==> config.mk <==
export PLATFORM = sky130hd
export DESIGN_NAME = muldiv_unit
export DESIGN_NICKNAME = d
export VERILOG_FILES = /design/src/rtl/muldiv_pkg.sv /design/src/rtl/muldiv_sign.sv /design/src/rtl/muldiv_unit.sv
export SDC_FILE = /design/constraint.sdc
export NUM_CORES = 1
export LEC_CHECK = 0
export ABC_AREA = 1
export ABC_CLOCK_PERIOD_IN_PS = 7670
export CORE_ASPECT_RATIO = 0.9
export CORE_UTILIZATION = 55
export DETAILED_ROUTE_END_ITERATION = 6
export GPL_TIMING_DRIVEN = 0
export HOLD_SLACK_MARGIN = 0.03
export PLACE_DENSITY = 0.74
export REMOVE_ABC_BUFFERS = 1
export SYNTH_ARGS = -nofsm -noshare
export SYNTH_HDL_FRONTEND = slang
export SYNTH_HIERARCHICAL = 1
export SYNTH_SLANG_ARGS = --single-unit
==> constraint.sdc <==
create_clock -name clock -period 7.67 [get_ports clock]
set_clock_uncertainty 0.2 [all_clocks]
set_input_delay 0.767 -clock clock [delete_from_list [all_inputs] [get_ports clock]]
set_output_delay 0.767 -clock clock [all_outputs]
set_load 0.1 [all_outputs]
==> src/rtl/muldiv_pkg.sv <==
`default_nettype none
// muldiv_pkg -- shared width, op codes and FSM states for the multiply/divide unit.
// Revision 1.0
package muldiv_pkg;

   localparam int XLEN = 32;

   localparam logic [2:0] OP_MUL    = 3'b000;
   localparam logic [2:0] OP_MULH   = 3'b001;
   localparam logic [2:0] OP_MULHSU = 3'b010;
   localparam logic [2:0] OP_MULHU  = 3'b011;
   localparam logic [2:0] OP_DIV    = 3'b100;
   localparam logic [2:0] OP_DIVU   = 3'b101;
   localparam logic [2:0] OP_REM    = 3'b110;
   localparam logic [2:0] OP_REMU   = 3'b111;

   typedef enum logic [1:0] {
      ST_IDLE = 2'd0,
      ST_MUL  = 2'd1,
      ST_DIV  = 2'd2,
      ST_DONE = 2'd3
   } state_t;

endpackage
`default_nettype wire

==> src/rtl/muldiv_sign.sv <==
`default_nettype none
// muldiv_sign -- operand magnitudes and final sign fixup / result selection.
// Revision 1.0
module muldiv_sign
   import muldiv_pkg::*;
(
   input  logic [2:0]        funct3,
   input  logic [XLEN-1:0]   op_a,
   input  logic [XLEN-1:0]   op_b,
   input  logic [2*XLEN-1:0] product,
   input  logic [XLEN-1:0]   quotient,
   input  logic [XLEN-1:0]   remainder,
   output logic [XLEN-1:0]   mag_a,
   output logic [XLEN-1:0]   mag_b,
   output logic [XLEN-1:0]   result
);

   logic              a_signed;
   logic              b_signed;
   logic              a_neg;
   logic              b_neg;
   logic [2*XLEN-1:0] prod_fix;
   logic [XLEN-1:0]   quot_fix;
   logic [XLEN-1:0]   rem_fix;

   always_comb begin
      a_signed = 1'b0;
      b_signed = 1'b0;
      case (funct3)
         OP_MUL, OP_MULH, OP_DIV, OP_REM: begin
            a_signed = 1'b1;
            b_signed = 1'b1;
         end
         OP_MULHSU:                 a_signed = 1'b1;
         OP_MULHU, OP_DIVU, OP_REMU: ;
         default: ;
      endcase
   end

   assign a_neg = a_signed & op_a[XLEN-1];
   assign b_neg = b_signed & op_b[XLEN-1];

   assign mag_a = a_neg ? -op_a : op_a;
   assign mag_b = b_neg ? -op_b : op_b;

   // Remainder follows the dividend's sign; quotient and product the XOR of both.
   assign prod_fix = (a_neg ^ b_neg) ? -product  : product;
   assign quot_fix = (a_neg ^ b_neg) ? -quotient : quotient;
   assign rem_fix  = a_neg ? -remainder : remainder;

   always_comb begin
      result = rem_fix;
      case (funct3)
         OP_MUL:                       result = prod_fix[XLEN-1:0];
         OP_MULH, OP_MULHSU, OP_MULHU: result = prod_fix[2*XLEN-1:XLEN];
         OP_DIV, OP_DIVU:              result = quot_fix;
         default:                      result = rem_fix;
      endcase
   end

endmodule
`default_nettype wire

==> src/rtl/muldiv_unit.sv <==
`default_nettype none
// muldiv_unit -- iterative RV32M multiply (shift-add) / divide (restoring) unit.
// Revision 1.0
module muldiv_unit #(
   parameter int XLEN = 32
) (
   input  logic            clock,
   input  logic            reset,
   input  logic            start,
   input  logic [2:0]      funct3,
   input  logic [XLEN-1:0] rs1_data,
   input  logic [XLEN-1:0] rs2_data,
   input  logic [4:0]      rd_in,
   output logic            busy,
   output logic            done,
   output logic [XLEN-1:0] result,
   output logic [4:0]      rd_out,
   output logic            reg_write
);
   import muldiv_pkg::*;

   state_t            state;
   state_t            state_nxt;
   logic [2:0]        funct3_q;
   logic [XLEN-1:0]   a_q;
   logic [XLEN-1:0]   b_q;
   logic [4:0]        rd_q;
   logic [2*XLEN-1:0] acc;
   logic [5:0]        cnt;

   logic [2:0]        sel_funct3;
   logic [XLEN-1:0]   sel_a;
   logic [XLEN-1:0]   sel_b;
   logic [XLEN-1:0]   mag_a;
   logic [XLEN-1:0]   mag_b;
   logic [XLEN-1:0]   fixed_result;

   logic              iter_done;
   logic              div_zero;
   logic              div_ovf;
   logic              special;
   logic [XLEN-1:0]   special_result;
   logic [XLEN:0]     mul_sum;
   logic [2*XLEN-1:0] mul_next;
   logic [XLEN:0]     div_shift;
   logic [XLEN:0]     div_diff;
   logic [2*XLEN-1:0] div_next;

   // In IDLE the sign block sees the incoming operands so the accumulator can be seeded on the accept edge.
   assign sel_funct3 = (state == ST_IDLE) ? funct3   : funct3_q;
   assign sel_a      = (state == ST_IDLE) ? rs1_data : a_q;
   assign sel_b      = (state == ST_IDLE) ? rs2_data : b_q;

   muldiv_sign u_sign (
      .funct3    (sel_funct3),
      .op_a      (sel_a),
      .op_b      (sel_b),
      .product   (acc),
      .quotient  (acc[XLEN-1:0]),
      .remainder (acc[2*XLEN-1:XLEN]),
      .mag_a     (mag_a),
      .mag_b     (mag_b),
      .result    (fixed_result)
   );

   assign iter_done = (cnt == 6'(XLEN));
   assign div_zero  = (b_q == '0);
   assign div_ovf   = !funct3_q[0] && (a_q == {1'b1, {(XLEN-1){1'b0}}}) && (b_q == '1);
   assign special   = div_zero || div_ovf;

   always_comb begin
      if (div_zero)
         special_result = funct3_q[1] ? a_q : '1;
      else
         special_result = funct3_q[1] ? '0 : {1'b1, {(XLEN-1){1'b0}}};
   end

   // Shift-add: upper half accumulates, lower half shifts the multiplier out.
   assign mul_sum  = {1'b0, acc[2*XLEN-1:XLEN]} + (acc[0] ? {1'b0, mag_a} : '0);
   assign mul_next = {mul_sum, acc[XLEN-1:1]};

   // Restoring step: upper half is the partial remainder, lower half the dividend/quotient.
   assign div_shift = acc[2*XLEN-1:XLEN-1];
   assign div_diff  = div_shift - {1'b0, mag_b};
   assign div_next  = div_diff[XLEN] ? {div_shift[XLEN-1:0], acc[XLEN-2:0], 1'b0}
                                     : {div_diff[XLEN-1:0],  acc[XLEN-2:0], 1'b1};

   always_ff @(posedge clock or posedge reset) begin
      if (reset) state <= ST_IDLE;
      else       state <= state_nxt;
   end

   always_comb begin
      state_nxt = state;
      case (state)
         ST_IDLE: if (start) state_nxt = funct3[2] ? ST_DIV : ST_MUL;
         ST_MUL:  if (iter_done) state_nxt = ST_DONE;
         ST_DIV:  if (special || iter_done) state_nxt = ST_DONE;
         ST_DONE: state_nxt = ST_IDLE;
         default: state_nxt = ST_IDLE;
      endcase
   end

   always_comb begin
      busy = (state != ST_IDLE);
      done = (state == ST_DONE);
   end

   always_ff @(posedge clock or posedge reset) begin
      if (reset) begin
         funct3_q  <= '0;
         a_q       <= '0;
         b_q       <= '0;
         rd_q      <= '0;
         acc       <= '0;
         cnt       <= '0;
         result    <= '0;
         rd_out    <= '0;
         reg_write <= 1'b0;
      end else begin
         case (state)
            ST_IDLE: begin
               if (start) begin
                  funct3_q <= funct3;
                  a_q      <= rs1_data;
                  b_q      <= rs2_data;
                  rd_q     <= rd_in;
                  acc      <= funct3[2] ? {{XLEN{1'b0}}, mag_a} : {{XLEN{1'b0}}, mag_b};
                  cnt      <= '0;
               end
            end
            ST_MUL, ST_DIV: begin
               if (state_nxt == ST_DONE) begin
                  result    <= (state == ST_DIV && special) ? special_result : fixed_result;
                  rd_out    <= rd_q;
                  reg_write <= (rd_q != 5'd0);
               end else begin
                  acc <= (state == ST_MUL) ? mul_next : div_next;
                  cnt <= cnt + 6'd1;
               end
            end
            default: begin
               result    <= '0;
               rd_out    <= '0;
               reg_write <= 1'b0;
            end
         endcase
      end
   end

endmodule
`default_nettype wire

# Word level (Yosys, flattened, before mapping)
# Cells that the tools add are included.
[word_totals]
word_cells = 94
latch_bits = 0
input_bits = 75
ram_bits = 0
register_bits = 182
mem_bits_ro = 0
out_inout_bits = 40
n_memories = 0
[classes]
mux = 36
n_mul = 0
div = 0
addsub = 8
shifts = 0
magnitude_cmp = 0
eq_ne = 16
reduce_logical = 20
bitwise_logic = 4
[ops]
columns = ["op", "count"]
rows = [
  ["2-to-1 mux 32 bit", 13],
  ["2-to-1 mux 64 bit", 5],
  ["negator 32 bit", 4],
  ["case mux 64 bit (2 select lines)", 1],
  ["case mux 32 bit (3 select lines)", 1],
  ["equality test 32 bit, second input constant", 2],
  ["negator 64 bit", 1],
  ["case mux 32 bit (2 select lines)", 1],
  ["adder 32 x 32 -> 33 bit", 1],
  ["subtractor 33 x 32 -> 33 bit", 1],
  ["logical NOT 32 bit", 1],
  ["2-to-1 mux 6 bit", 2],
  ["case mux 6 bit (2 select lines)", 1],
  ["case mux 5 bit (2 select lines)", 1],
  ["equality test 3 bit, second input constant", 3],
  ["2-to-1 mux 2 bit", 4],
  ["case mux 2 bit (4 select lines)", 1],
  ["adder 6 x 1 -> 6 bit, second input constant", 1],
  ["equality test 2 bit, second input constant", 3],
  ["equality test 3 x 2 -> 1 bit, second input constant", 2],
  ["equality test 6 bit, second input constant", 1],
  ["inequality test 2 bit, second input constant", 3],
  ["2-to-1 mux 5 bit", 1],
  ["nonzero test 5 bit", 1],
  ["other kinds (20)", 29],
]

# Longest topological paths before layout
# Gate-level depths: netlist of run 1.
[depth]
depth_word = 12
ltp_mapped = 34

# By module
# Netlist of run 1, hierarchy kept.
[by_module_without_submodules]
columns = ["mod", "cells_per_inst", "area_per_inst_um2", "n_inst"]
rows = [
  ["muldiv_unit", 2495, 15347.2, 1],
  ["muldiv_sign", 1412, 6550.0, 1],
]

# Worst setup path after synthesis of run 1
# OpenSTA, ideal clock, no wires.
[synth_timing]
kind = "flip-flop to flip-flop"
from = "reg state[0]"
to = "reg acc[48]"
path_slack_ps = 3147
setup_ps = 117
synth_period_minus_slack_ps = 4523
path_stages_with_launch = 32
t_arrival_ps = 4206
n_path_buf = 4
path_cell_list = "dfrtp_1 > inv_1 > ha_1 > clkbuf_2 > clkbuf_1 > clkbuf_1 > nand2_1 > o21ai_0 > nand2_2 > nand3_2 > clkinv_1 > nand2_1 > nand2_1 > nor2_1 > xor2_1 > inv_1 > ha_1 > nand2_1 > inv_1 > nand2_1 > nand2_1 > nand2_1 > nand2_1 > a21oi_1 > nand2_1 > nand2_2 > nand2_4 > buf_6 > o21ai_0 > nand2_1 > nand2_1 > nand2_1"
[synth_between]
elab_chain_cells = 12
word_cells_on_any_way = 39
cone_classes = "add/sub (4); eq/ne (10); mux (16); bitwise (2); reduce/logical (7)"
[synth_lines]
columns = ["item", "line", "text"]
rows = [
  ["start, declared", "muldiv_unit.sv:22", "state_t state;"],
  ["start signal, assigned", "muldiv_unit.sv:90", "else state <= state_nxt;"],
  ["logical NOT 2 bit *", "muldiv_unit.sv:50", "assign sel_funct3 = (state == ST_IDLE) ? funct3 : funct3_q;"],
  ["2-to-1 mux 3 bit *", "muldiv_unit.sv:50", ""],
  ["named net sel_funct3[2]", "muldiv_unit.sv:31", "logic [2:0] sel_funct3;"],
  ["equality test 3 bit (tied with other cells)", "muldiv_sign.sv:29", "case (funct3)"],
  ["OR reduction 4 bit *", "muldiv_sign.sv:29", ""],
  ["2-to-1 mux 1 bit *", "muldiv_sign.sv:29", ""],
  ["bitwise AND 1 bit *", "muldiv_sign.sv:41", "assign b_neg = b_signed & op_b[XLEN-1];"],
  ["2-to-1 mux 32 bit *", "muldiv_sign.sv:44", "assign mag_b = b_neg ? -op_b : op_b;"],
  ["named net mag_b[26]", "muldiv_unit.sv:35", "logic [XLEN-1:0] mag_b;"],
  ["subtractor 33 x 32 -> 33 bit *", "muldiv_unit.sv:84", "assign div_diff = div_shift - {1'b0, mag_b};"],
  ["2-to-1 mux 64 bit *", "muldiv_unit.sv:85", "assign div_next = div_diff[XLEN] ? {div_shift[XLEN-1:0], acc[XLEN-2:0], 1'b0}"],
  ["2-to-1 mux 64 bit *", "muldiv_unit.sv:138", "acc <= (state == ST_MUL) ? mul_next : div_next;"],
  ["2-to-1 mux 64 bit *", "muldiv_unit.sv:133", "if (state_nxt == ST_DONE) begin"],
  ["case mux 64 bit (2 select lines) *", "muldiv_unit.sv:121", "case (state)"],
  ["end signal, assigned", "muldiv_unit.sv:128", "acc <= funct3[2] ? {{XLEN{1'b0}}, mag_a} : {{XLEN{1'b0}}, mag_b};"],
  ["end signal, assigned", "muldiv_unit.sv:138", ""],
  ["end, declared", "muldiv_unit.sv:28", "logic [2*XLEN-1:0] acc;"],
]
# Mark *: on every way through the listed nets, which the timed path passes. The rest lies on a longest branch. The select of a mux whose other input is x is not followed.
# A chain may end at the register's enable or synchronous reset.

# Worst setup path after layout of run 1
[layout_timing]
from = "reg state[0]"
to = "reg acc[34]"
# The elaborated chain is that of the path after synthesis.

==> results.toml, run 1 <==
[status]
outcome = "finished with violations"
violations = "max-capacitance violations"

[clock_tree]
cts_setup_buffers = 0
numClockSinks = 182
cts_tree = "built"
htreeDepth = 4
cts-root-buf = "clkbuf_16"
worstSkewPairLatency_ns = 0.48
clk_pin_slew_ns = 0.08
cts-buffers-inserted = 17
ctsLongestPathBuffers = 2

[grt]
grt_pass1_wl_um = 132000
antenna_found_initial = 1
track_usage_pct = 43.3
gr-total-overflow = 0
grt_max_degree = 108
grt_pass1_vias = 22400

[synthesis]
synth.distinct_cells = 53
synth_top_area_share_pct = 21.7
yosysTopAreaCell = "nand2_1"
synth.area.top_cells = "nand2_1 22%, dfrtp_1 21%, nand3_1 9.3%, inv_1 8.8%, o21ai_0 8.1%"
ys_async_sr_fraction_pct = 100
synth_edf_count = 0
ys_seq_area_share_pct = 20.8
synth-seq-cells = 182
synth.area.mux_share_pct = 0
syn_avg_cell_area_sq_um = 5.60
synthFlopType = "dfrtp_1"
synthAdderAreaFrac_pct = 4.53
ys.warnings.count = 6
synth_area_sq_um = 21900
synth_compound_area_share_pct = 13.6
synthCells = 3907
synth-simple-area-share_pct = 44.4
synth-xor-area-share_pct = 4.00
synth_top_family_by_area = "simple AND/OR/NAND/NOR gates"

[hold_path]
hp-class = "reg -> reg"
hold_depth = 2
min_from = "result[25]"

[layout]
multi_input_area_sq_um = 14600
regArea_sq_um = 4560
syn_to_final_growth_pct = 8.25
layout-drive-gt1-share_pct = 2.63
antenna_cells = 0
nNetsFinal = 4053
mostFrequentLayoutCells = "1263 x nand2_1, 508 x inv_1, 463 x nor2_1"
n_fill_cell = 4065
final_common_cell = "nand2_1"

[sta]
finalHoldViolCount = 0
fmax_mhz = 140
fin_ws_ns = 0.548
final_max_slew_viol_count = 0
rsz0062_at_grt = "no"
worstMarginPinSlew_ns = 1.48
finalCritPeriodShare_pct = 92.9
min_period_ns = 7.12
relSlewSlack_pct = 1.19
setup-violations-final = 0

[setup_path]
crit_buf_inv = 5
slowest_stage = "ha_2"
cp_common_cell = "nand2_1"
worstPathRequired_ns = 7.84
cp-end-kind = "flop"
crit_fanout = 36
cp.depth = 26
arrival_ns = 7.29
crit_start = "state[0]"
regToRegStartpoint = "state[0]"
worst_path_dominant_cell_family = "simple AND/OR/NAND/NOR gates"
cpPeakStageDelay_ns = 0.62
critPathLaunchType = "flop"
critical_path_class = "reg -> reg"
reg2regPathDepth = 26

[route]
wl_per_cell_um = 19.9
viasPerCell = 5.83
routed_wl_um = 88300
drcViolationCount = 0
vias = 25900
postRouteAntennaNets = 0
firstDrtPassIters = 7
drt_iter0_drc = 3785

[placement]
hpwl_um = 67900
dpl_worst_slack_ns = -0.244
gp_congestion = 1.01
io_buffers = 114

[die]
fp.dieW_um = 212
rows = 68
die_area_sq_um = 40600
ios = 115
initial_utilization_pct = 56.4
core_sq_um = 38800
fp.dieH_um = 191

[run]
drv_cap = 1
[sequential cells by signal, indices dropped and copies added (netlist names)]
signal,cells
cnt,6
acc,64
state,2
rd_out,5
a_q,32
rd_q,5
reg_write,1
funct3_q,3
b_q,32
result,32
[metrics by stage]
stage / TNS [ns] / hold slack, ns / utilization (%) / std cells / instance area (sq um)
4_1_cts: 0 / 0.291 / 61.1 / 4438 / 23700
3_5_place_dp: -1.08 / 0.273 / 59.5 / 4406 / 23100
3_3_place_gp: -387.47 / 0.266 / 58.9 / 4398 / 22900
2_1_floorplan: 0 / 0.271 / - / 3759 / 21100
5_1_grt: 0 / 0.307 / 61.1 / 4438 / 23700
6_report: 0 / 0.289 / 61.1 / 4438 / 23700
[cells in the mapped netlist (all sizes together) (7+ instances only)]
cell,n
o21ai,387
buf,61
dfrtp,182
inv,515
nor3,35
or2,10
clkbuf,87
o22ai,31
a31oi,9
nand2,1279
o211ai,7
xor2,68
nand3b,25
nor2,471
nand3,419
a21oi,106
xnor2,32
ha,76
nand4,66
o21bai,11
[final timing paths]
check                             endpoint  slack [ns]
worst max register to register     acc[34]        0.55
worst min-delay path            result[25]        0.29
max in group asynchronous        result[9]        5.75
worst min register to register  result[25]        0.29
worst max-delay path               acc[34]        0.55
min in group asynchronous        rd_out[2]        0.63
[area by class of cell]
class / count / area share, %
sequential: 182 / 19.2
clock buffer: 18 / 1.85
clock inverter: 14 / 0.771
timing repair buffer: 122 / 5.49
tap: 525 / 2.77
multi-input combinational: 3060 / 61.7
inverter: 517 / 8.23
[per-layer routing]
metal	wire (um)	track usage, %	part of all wire, %
met5	0	0	0
met4	5750	26.1	6.5
met3	9900	8.99	11
met2	35200	60.5	40
met1	37500	60.7	42
[tightest hold or removal path: stages, from the launching register on]
cell,delay (ns)
dfrtp_1,0.35
nand2_1,0.05
o21ai_0,0.06
[cells by family (layout without fill, tap and decap cells)]
kind of cell	Yosys count	after routing
buf+inv	665	671
compound gates	565	565
flops	182	182
simple gates	2317	2317
fa+ha+maj	78	78
xor+xnor	100	100
[what timing repair did]
action                     4_1_cts  5_1_grt
hold endpoints to repair         0        0
setup endpoints to repair        0       32
resized for setup                0        3
hold buffers                     0        0
Power of run 1 is not shown: default switching activity piles up to over one toggle a cycle in this logic, so the estimate is an artifact.
==> inputs of run 2 (changes only) <==
--- a/config.mk
+++ b/config.mk
@@ -6,7 +6,7 @@
 export NUM_CORES = 1
 export LEC_CHECK = 0
 export ABC_AREA = 1
-export ABC_CLOCK_PERIOD_IN_PS = 7670
+export ABC_CLOCK_PERIOD_IN_PS = 7800
 export CORE_ASPECT_RATIO = 0.9
 export CORE_UTILIZATION = 55
 export DETAILED_ROUTE_END_ITERATION = 6
==> constraint.sdc (replaced) <==
create_clock -name clock -period 7.8 [get_ports clock]
set_clock_uncertainty 0.2 [all_clocks]
set_input_delay 0.78 -clock clock [delete_from_list [all_inputs] [get_ports clock]]
set_output_delay 0.78 -clock clock [all_outputs]
set_load 0.1 [all_outputs]
==> run 2 against run 1 <==
Count of clock-buffer cells in the layout did not move. Final area barely moved. Critical path type is now in -> reg. Critical path depth fell by 1. Non-clock buffer count did not move. Sequential share of layout area barely moved. Global-route usage did not move. The run still ends with max-capacitance violations left.
==> results.toml, run 2 (synthesis results as in run 1) <==
[layout]
nNetsFinal = 4053
largest_reg_flops = 64
mostFrequentLayoutCells = "1263 x nand2_1, 508 x inv_1, 463 x nor2_1"
final_common_cell = "nand2_1"
layout-drive-gt1-share_pct = 2.61
syn_to_final_growth_pct = 8.24
finalInstanceArea_sq_um = 23700
regMostFlops = "acc"
antenna_cells = 0

[route]
drcViolationCount = 0
drt_iter0_drc = 3747
postRouteAntennaNets = 0
firstDrtPassIters = 7
wl_per_cell_um = 19.9
routed_wl_um = 88300
viasPerCell = 5.82
vias = 25800

[setup_path]
worstPathRequired_ns = 7.96
reg2reg_to = "acc[34]"
arrival_ns = 7.53
critical_path_class = "in -> reg"
reg2regPathDepth = 26
r2r_slack_ns = 0.55
crit_fanout = 36
critPathLaunchType = "primary input"
endpoint = "acc[34]"
cp-end-kind = "flop"
crit_start = "funct3[2]"
regToRegStartpoint = "state[0]"

[die]
die_area_sq_um = 40600
core_sq_um = 38800
ios = 115
rows = 68
fp.dieW_um = 212
fp.dieH_um = 191
initial_utilization_pct = 56.4

[hold_path]
hp-class = "reg -> reg"

[clock_tree]
ctsLongestPathBuffers = 2
cts-buffers-inserted = 17
cts-root-buf = "clkbuf_16"
cts_tree = "built"
worstSkewPairLatency_ns = 0.48
clk_pin_slew_ns = 0.08
htreeDepth = 4
numClockSinks = 182

[grt]
grt_pass1_vias = 22400
antenna_found_initial = 1
grt_pass1_wl_um = 132000
gr-total-overflow = 0
grt_max_degree = 108
track_usage_pct = 43.3

[sta]
relSlewSlack_pct = 1.34
finalHoldViolCount = 0
setup-violations-final = 0
final_max_slew_viol_count = 0
worstMarginPinSlew_ns = 1.48
fmax_mhz = 136
finalCritPeriodShare_pct = 94.5
rsz0062_at_grt = "no"
min_period_ns = 7.37

[placement]
dpl-instance-area_sq_um = 23100
hpwl_um = 67900
gp_congestion = 1.01
io_buffers = 114

[run]
drv_cap = 1

[status]
violations = "max-capacitance violations"
outcome = "finished with violations"
[run 2: area by class of cell]
class,instances,area [sq um]
Clock inverter,14,183
Fill cell,4068,15100
Timing Repair Buffer,122,1310
Clock buffer,18,439
Tap cell,525,657
Multi-Input combinational cell,3060,14600
Inverter,517,1950
Sequential cell,182,4560
[run 2: routing by layer]
metal  track usage, %  wire length, um  part of all wire (%)  up-vias
met5                0                0                     0        -
met4             26.1             5770                   6.5        0
met3             8.99            10100                    11      229
met2             60.5            35200                    40     1565
met1             60.7            37200                    42    11600
li1                 -                -                     -    12500
[run 2: critical path, cell delays in order]
cell	delay, ns
dlymetal6s2s_1	0.96
nand2_1	0.14
o21ai_1	0.61
nand2_2	0.23
nand3_2	0.34
clkinv_1	0.47
o21ai_0	0.34
o21ai_0	0.21
xor2_1	0.37
inv_1	0.11
ha_1	0.35
nand2_1	0.14
inv_1	0.06
nand2_1	0.06
nand2_1	0.06
nand2_1	0.06
nand2_1	0.07
a21oi_1	0.19
nand3_2	0.54
nand2_4	0.61
inv_2	0.22
nand2_1	0.11
nand3_1	0.21
nand2_1	0.20
nand2_1	0.06
[run 2: worst min-delay path by stage]
stage | end | from | slack, ns | cells after the start
2_1_floorplan | rd_q[0] | rd_q[0] | 0.27 | 2
3_3_place_gp | result[16] | result[16] | 0.27 | 2
3_5_place_dp | result[25] | result[25] | 0.27 | 2
4_1_cts | result[25] | result[25] | 0.29 | 2
5_1_grt | result[15] | result[15] | 0.31 | 2
6_report | result[25] | result[25] | 0.29 | 2
[run 2: timing repair]
item	in CTS	in global routing
setup buffers	0	0
gates resized for setup	0	1
hold buffers	0	0
setup endpoints to repair	0	21
[run 2: per-stage QoR]
| stage | setup WS, ns | instances | util, % | TNS, ns | hold WS [ns] |
|---|---|---|---|---|---|
| finish | 0.432 | 4438 | 61.1 | 0 | 0.289 |
| global route | 0.0365 | 4438 | 61.1 | 0 | 0.307 |
| CTS | 0.365 | 4438 | 61.1 | 0 | 0.291 |
| detailed placement | -0.127 | 4406 | 59.5 | -0.245 | 0.273 |
| global placement | -2.88 | 4398 | 58.9 | -352.91 | 0.266 |
| floorplan | 0.768 | 3759 | - | 0 | 0.271 |
Power of run 2 is left out for the same reason.
==> variant: new RTL, flow settings as in run 1 <==
`XLEN` is set to 32 in 2 places; all go to 28.
--- a/src/rtl/muldiv_pkg.sv
+++ b/src/rtl/muldiv_pkg.sv
@@ -5,3 +5,3 @@
 
-   localparam int XLEN = 32;
+   localparam int XLEN = 28;
 
--- a/src/rtl/muldiv_unit.sv
+++ b/src/rtl/muldiv_unit.sv
@@ -4,3 +4,3 @@
 module muldiv_unit #(
-   parameter int XLEN = 32
+   parameter int XLEN = 28
 ) (
Interface: changed (resized result, rs1_data and rs2_data); port bits go from 115 to 103. No check against the original RTL was run, so the function may have changed too.
==> variant against run 1 <==
- the run ends with DRC left
- sequential cell count shrank 20
- area after synthesis shrank 13%
- final area shrank 12%
- routed wire length shrank 18%
- setup slack gained 0.52 ns
- sequential share of layout area grew 0.24 points
- synthesized cell count shrank 14%
- critical path type unchanged
- highest routed layer unchanged
Power is not shown: default switching activity piles up to over one toggle a cycle in this logic, so the estimate is an artifact.
==> variant: results (changes against run 1) <==
| Metric | Value |
|---|---|
| Routed WL | `72600 µm (-18%)` |
| HPWL after DPL | `55800 µm (-18%)` |
| Worst Reg-to-Reg Cells | `25 (-3.8%)` |
| Synthesized area per cell | `5.65 µm² (+0.84%)` |
| Met2 Routed Length | `31200 µm (-11%)` |
| Status | `complete, but fails checks` |
| GR Util met2 | `61.9% (+1.4 points)` |
| Synth Area in Compound Gates | `12.9% (-0.71 points)` |
| WHS | `0.284 ns (-0.00514 ns)` |
| First-pass GRT wire length | `110000 µm (-17%)` |
| Clk Latency, worst-skew pair | `0.45 ns (-0.03 ns)` |
| WL met3 | `7720 µm (-22%)` |
| Critical path's slowest cell | `a21oi_1` |
| Final GP Congestion | `1.08 (+6.6%)` |
| Violated checks | `DRC` |
| Largest register FFs | `56 (-13%)` |
| Synth area leaders | `dfrtp_1, nand2_1, nand3_1` |
| Iter 0 DRT Violations | `2968 (-22%)` |
| Arrival time at the worst endpoint | `6.73 ns (-0.56 ns)` |
| Remaining DRCs | `8 (+8)` |
| Synth Area in XOR/XNOR | `4.42% (+0.42 points)` |
| Vias after detailed routing | `22500 (-13%)` |
| Sequential element share of the synthesized area | `21.3% (+0.52 points)` |
| Worst slack, placed | `0.998 ns (+1.24 ns)` |
| Fillers | `3425 (-16%)` |
| DP Area | `20200 µm² (-12%)` |
| Crit-path max cell delay | `0.73 ns (+0.11 ns)` |
| Rel. slew slack | `15.3% (+14 points)` |
| Share of synthesized cell area in full adder, half adder and majority cells | `4.69% (+0.16 points)` |
| Crit Path Max Fanout | `40 (+11%)` |
| Synth top cells by count | `nand2_1, inv_1, nand3_1` |
| I/O Buffers | `102 (-11%)` |
| Max layer used | `met4` |
| Post-synth cell types | `48 (-9.4%)` |
| Tot GR Track Use | `41.0% (-2.3 points)` |
| Placed insts | `3809 (-14%)` |
| Met1 usage | `52.6% (-8.1 points)` |
| Hold Path Depth | `2 (unchanged)` |
| Nets | `3505 (-14%)` |
| R2R setup slack | `1.07 ns (+0.52 ns)` |
| GR Layer Usage met3 | `9.76% (+0.77 points)` |
==> variant: cell types whose count changed in the layout (fill, tap and decap cells not counted), moves of 19 or more <==
cell	before	now
dfrtp_1	181	162
nand2_1	1263	1070
nor2_1	463	339
o22ai_1	31	2
inv_1	508	427
nand3_1	405	429
o21ai_0	353	276
==> variant: kinds of logic (layout without fill, tap and decap cells) <==
logic type               Yosys count  after routing
adder cells (fa/ha/maj)           70             70
AND/OR/NAND/NOR                 2004           2004
AO/OA/AOI/OAI                    467            467
buffers and inverters            565            582
other                              0              2
XOR/XNOR                          96             96
flip-flops                       162            162
==> variant: area by class of cell <==
type                       instances  area [µm²]  share of cell area, %
antenna                            2        5.00                 0.0240
clock buffer                      19         443                   2.13
clock inverter                    13         120                  0.576
inverter                         436        1650                   7.90
multi-input combinational       2637       12700                   61.1
sequential                       162        4050                   19.5
tap                              462         578                   2.77
timing repair buffer             114        1250                   6.00
